## src/rtl/fibonacci_gen.sv

```systemverilog
// Iterative Fibonacci generator: a start pulse latches n, then F(0)..F(n) appear
// on fib one term per clock; done pulses on F(n) and overflow flags width wrap.
module fibonacci_gen #(
    parameter int WIDTH = 8
) (
    input  logic             clk,
    input  logic             rst,
    input  logic             start,
    input  logic [WIDTH-1:0] n,
    output logic [WIDTH-1:0] fib,
    output logic             busy,
    output logic             done,
    output logic             overflow
);

    typedef enum logic [1:0] {
        IDLE = 2'd0,
        RUN  = 2'd1,
        DONE = 2'd2
    } state_t;

    state_t           state;
    state_t           next_state;

    logic [WIDTH-1:0] prev;
    logic [WIDTH-1:0] curr;
    logic [WIDTH-1:0] count;
    logic [WIDTH-1:0] count_inc;
    logic [WIDTH-1:0] n_lat;
    logic [WIDTH:0]   sum;
    logic             accept;
    logic             last_step;

    assign sum       = {1'b0, prev} + {1'b0, curr};
    assign count_inc = count + WIDTH'(1);
    assign accept    = start && (state != RUN);
    assign last_step = (state == RUN) && (count_inc == n_lat);

    // NOTE: every output of a combinational block gets a default first, so no
    // path through the case statement can leave a latch behind.
    always_comb begin
        next_state = state;
        case (state)
            IDLE, DONE: begin
                if (start) begin
                    next_state = (n == '0) ? DONE : RUN;
                end else begin
                    next_state = IDLE;
                end
            end
            RUN: begin
                if (last_step) begin
                    next_state = DONE;
                end
            end
            default: next_state = IDLE;
        endcase
    end

    // NOTE: clocked state uses non-blocking assignments so every register
    // samples pre-edge values, independent of statement order.
    always_ff @(posedge clk or negedge rst) begin
        if (!rst) begin
            state <= IDLE;
        end else begin
            state <= next_state;
        end
    end

    // DONE->DONE only happens on an accepted n==0 start, so done stays a pulse.
    always_ff @(posedge clk or negedge rst) begin
        if (!rst) begin
            fib      <= '0;
            prev     <= '0;
            curr     <= WIDTH'(1);
            count    <= '0;
            n_lat    <= '0;
            busy     <= 1'b0;
            done     <= 1'b0;
            overflow <= 1'b0;
        end else begin
            busy <= (next_state == RUN);
            done <= (next_state == DONE);
            if (accept) begin
                n_lat    <= n;
                fib      <= '0;
                prev     <= '0;
                curr     <= WIDTH'(1);
                count    <= '0;
                overflow <= 1'b0;
            end else if (state == RUN) begin
                fib   <= curr;
                prev  <= curr;
                curr  <= sum[WIDTH-1:0];
                count <= count_inc;
                // On the final step the sum is F(n+1), a lookahead term beyond F(n).
                if (sum[WIDTH] && !last_step) begin
                    overflow <= 1'b1;
                end
            end
        end
    end

endmodule

```

## config.mk

```make
export PLATFORM = sky130hd
export DESIGN_NAME = fibonacci_gen
export DESIGN_NICKNAME = d
export VERILOG_FILES = /design/src/rtl/fibonacci_gen.sv
export SDC_FILE = /design/constraint.sdc
export NUM_CORES = 1
export LEC_CHECK = 0
export CAP_MARGIN = 5
export CORE_MARGIN = 10
export CORE_UTILIZATION = 40
export DETAILED_ROUTE_END_ITERATION = 12
export GPL_TIMING_DRIVEN = 1
export PLACE_DENSITY = 0.61
export SYNTH_ARGS = -nofsm -noshare
export SYNTH_HDL_FRONTEND = slang
export SYNTH_SLANG_ARGS = --single-unit
```

## constraint.sdc

```tcl
create_clock -name clk -period 3.7 [get_ports clk]
set_clock_uncertainty 0.1 [all_clocks]
set_input_delay 1.11 -clock clk [delete_from_list [all_inputs] [get_ports clk]]
set_output_delay 1.11 -clock clk [all_outputs]
set_load 0.02 [all_outputs]
```

# After elaboration in Yosys (flattened, before gate mapping)
# Cells that the tools add are included.
# totals
register_bits,37
inputBits,11
out_inout_bits,11
elab_cells,39
# classes
n_addsub,2
eq_ne,6
n_mux,13
reduce_logical,10
# ops
op,count
8-bit two-way mux,6
8-bit by 8-bit adder with 9-bit output,1
8-bit by 1-bit adder with 8-bit output (second input constant),1
8-bit equality test,1
8-bit logical NOT,1
2-bit two-way mux,3
2-bit by 1-bit equality test with 1-bit output (second input constant),2
2-bit equality test (second input constant),2
2-bit case mux with 2 select lines,1
2-bit nonzero test,2
1-bit logical AND,3
1-bit two-way mux,3
2-bit logical NOT,1
2-bit by 1-bit != test with 1-bit output (second input constant),1
2-bit AND reduction,1
2-bit OR reduction,1
1-bit logical NOT,1

# Depth between registers and ports, before layout
# depth
ltp_word,8
ltp_mapped,8
mapped_depth_nobuf,8

# Worst setup path after synthesis
# Ideal clock, no wire load.
# synth_timing
kind,register to register
from,register count[0]
to,register overflow
setup_time_ns,0.139
arrival_time_ns,1.870
t_required_ns,3.461
setup_slack_ns,1.591
stages_incl_launch_ff,7
n_path_buf,0
synth_period_minus_slack_ns,2.109
path_cell_list,dfrtp_1 ha_1 and3_4 or4b_1 a31o_1 a211oi_4 a221oi_1
# synth_between
elab_chain_cells,7
# synth_rtl
element,line_no,source
"start, declared",27,logic [WIDTH-1:0] count;
"start signal, assigned",95,count <= count_inc;
8-bit by 1-bit adder with 8-bit output,35,assign count_inc = count + WIDTH'(1);
8-bit equality test,37,assign last_step = (state == RUN) && (count_inc == n_lat);
1-bit logical AND,37,
1-bit logical NOT,97,if (sum[WIDTH] && !last_step) begin
1-bit logical AND,97,
2-bit nonzero test (no source line),-,
2-bit AND reduction (no source line),-,
"end signal, assigned",80,overflow <= 1'b0;
"end signal, assigned",90,overflow <= 1'b0;
"end signal, assigned",98,overflow <= 1'b1;
"end, declared",13,output logic overflow
# Every way passes these cells.
# A chain may end at the register's enable or synchronous reset.

# Worst setup path in the final report
# layout_timing
from,input port start
to,register curr[7]
# layout_between
elab_chain_cells,2
elab_cells_between_ends,3
cone_classes,1 x mux; 2 x reduce/logical
# layout_rtl
element,line_no,source
"start, declared",8,"input logic start,"
1-bit logical AND (*),36,assign accept = start && (state != RUN);
8-bit two-way mux or 2-bit nonzero test (tied branches),-,
"end signal, assigned",94,curr <= sum[WIDTH-1:0];
"end, declared",26,logic [WIDTH-1:0] curr;
# Every way passes the cells marked *; elsewhere a longest branch is shown, timed or not.

==> impl_metrics.json <==
{
  "status": "complete, no violations",
  "endpoint_kind": "register",
  "portBuffers": 21,
  "critical_path_class": "in -> reg",
  "fillCellCount": 509,
  "drc": 0,
  "maxCapViolCount": 0,
  "rows": 26,
  "tightest_slew_ns": 0.806,
  "clock_path_buffers": 2,
  "synth_ff_type": "dfrtp_1",
  "drt-total-wl_mm": 4.30,
  "setup_viol": 0,
  "cts_buffers": 5,
  "initial_core_util_pct": 41.2,
  "rsz0062_at_grt": "false",
  "synth_cell_types": 48,
  "synth_cells": 220,
  "dr.pass1.iters": 4,
  "tns_ns": 0,
  "core_sq_um": 5070,
  "startpoint_type": "input port",
  "nNetsFinal": 262,
  "antenna_left": 0,
  "ys_warn_count": 0,
  "area_delta_synth_final_pct": 19.5,
  "syn-cell-area_sq_um": 2090,
  "postCtsSetupRepairBufs": 0,
  "cts_root_buf": "clkbuf_8",
  "peakVddDrop_mv": 0.369,
  "fp.dieH_um": 92.3,
  "period_share_pct": 71.6,
  "vias": 1655,
  "grt.total_usage_pct": 10.9,
  "gp_congestion": 0.735,
  "power_per_cell_area_nw_per_um2": 1040,
  "hpwl_mm": 3.06,
  "insertedDiodeCount": 0,
  "clk_pin_slew_ns": 0.08,
  "dieArea_sq_um": 8520,
  "dieWidth_um": 92.3,
  "post_synth.cell_area_avg_sq_um": 9.50,
  "place_worst_setup_slack_ns": 0.722,
  "report.final.slew_viol_count": 0,
  "drive_gt1_share_pct": 10.7,
  "synth-seq-cells": 37,
  "antenna_found_initial": 0,
  "cts_resized": 0,
  "leakage_uw": 0.00107,
  "routedWlPerCell_um": 13.8,
  "final.setup.worst_slack_ns": 1.05,
  "hold_class": "reg -> reg",
  "period_needed_ns": 2.65,
  "grt_overflow_total": 0,
  "grt_pass1_vias": 1620,
  "io_pins": 22,
  "ys_seq_area_share_pct": 44.3,
  "max_freq_mhz": 378,
  "postCtsHoldBufs": 0,
  "grt_max_degree": 38,
  "cts_tree": "done",
  "whs_path_depth": 2,
  "drtIter0Drc": 55,
  "avgViaCountPerCell": 5.30,
  "grt_pass1_wl_mm": 7.69,
  "critPathArrivalTime_ns": 2.72,
  "cp.required_ns": 3.77,
  "power.total_uw": 2600,
  "relSlewSlack_pct": 46.2,
  "synth_edf_count": 0,
  "htreeDepth": 2,
  "ys_async_sr_fraction_pct": 100,
  "cp_max_fo": 18,
  "synth_fp_nets": 241,
  "clkLatencyLatePin_ns": 0.30,
  "hold_violations": 0,
  "r2r_cells": 6,
  "clock_sinks": 37
}
[state kept, by name, indices dropped and copies added (netlist names)]
signal	cells
state	2
overflow	1
done	1
prev	8
curr	8
busy	1
count	8
n_lat	8
[stage by stage]
step / utilization (%) / hold WS [ns] / cells / cell area [sq um]
after detailed placement: 46.5 / 0.390 / 304 / 2360
after CTS: 49.2 / 0.404 / 312 / 2500
after floorplan: - / 0.365 / 220 / 2090
after global placement: 46.5 / 0.384 / 304 / 2360
final: 49.2 / 0.401 / 312 / 2500
after global routing: 49.2 / 0.429 / 312 / 2500
[cell usage after synthesis, drive strengths merged (2+ instances only)]
cell	instances	area share, %
nand2b	4	1.2
o31ai	2	0.72
nand4	2	0.60
nand3b	2	0.72
ha	9	5.4
mux2	8	4.3
o21ai	20	4.8
and3	5	1.9
inv	6	1.1
a21o	4	1.4
and3b	2	0.90
xor2	2	0.84
a31oi	2	0.60
nor4	2	0.60
nor3	3	0.72
o211ai	4	1.4
clkbuf	8	1.4
xnor2	8	3.4
dfrtp	36	43
nor3b	4	1.4
nor2b	2	0.60
nor2	16	2.9
a311oi	2	0.84
a21oi	5	1.2
nand2	27	4.8
nand3	16	3.8
[layout make-up]
class | count | area [sq um] | area share (%)
clock inverter | 3 | 68.8 | 2.75
timing repair buffer | 23 | 220 | 8.81
inverter | 7 | 26.3 | 1.05
sequential | 37 | 927 | 37.1
clock buffer | 5 | 68.8 | 2.75
multi-input combinational | 167 | 1100 | 44.0
tap | 70 | 87.6 | 3.51
[cell families after synthesis]
group,Yosys count,share of synthesized area (%)
xor+xnor,10,4.19
compound gates,49,15.7
fa+ha+maj,10,6.34
flops,37,44.3
simple gates,90,22.0
buf+inv,16,3.05
mux,8,4.31
[critical path: stages]
cell             delay (ns)
clkdlybuf4s50_1        0.61
clkinv_1               0.50
a311oi_1               0.39
nand3_1                0.11
[layout by cell type (no fill, tap or decap), types with 3 or more instances in the layout]
cell type        instances
a21oi_1                  5
xnor2_1                  8
nor3_1                   3
mux2_2                   8
a21o_1                   4
nor2_1                  16
nand2b_1                 4
o21ai_0                 20
nand3_1                 16
dfrtp_1                 36
nor3b_1                  4
inv_1                    6
clkdlybuf4s50_1         20
nand2_1                 27
o211ai_1                 4
clkbuf_8                 5
ha_1                     9
[per-layer routing]
metal  vias up  global-route usage (%)  share of wire [%]
met3         5                    3.95                5.5
met4         0                    3.08                1.0
met2        29                    17.5                 45
met5         -                       0                  0
li1        837                       -                  -
met1       784                    13.3                 48
[power breakdown]
part / switching, uW / leakage [uW] / internal, uW / total (uW)
clock network: 158 / 0.0000687 / 271 / 430
logic: 733 / 0.000560 / 644 / 1380
registers: 182 / 0.000441 / 613 / 795
total: 1070 / 0.00107 / 1530 / 2600
[path summary, 6_finish.rpt]
| check | startpoint | end | slack (ns) |
|---|---|---|---|
| max | start | curr[7] | 1.05 |
| min | curr[0] | prev[0] | 0.40 |
| max reg2reg | count[0] | busy | 1.41 |
| min reg2reg | curr[0] | prev[0] | 0.40 |
| max in group asynchronous | rst | curr[4] | 2.19 |
| min in group asynchronous | rst | prev[0] | 0.79 |
No activity file was read; power rests on OpenSTA's default activity.
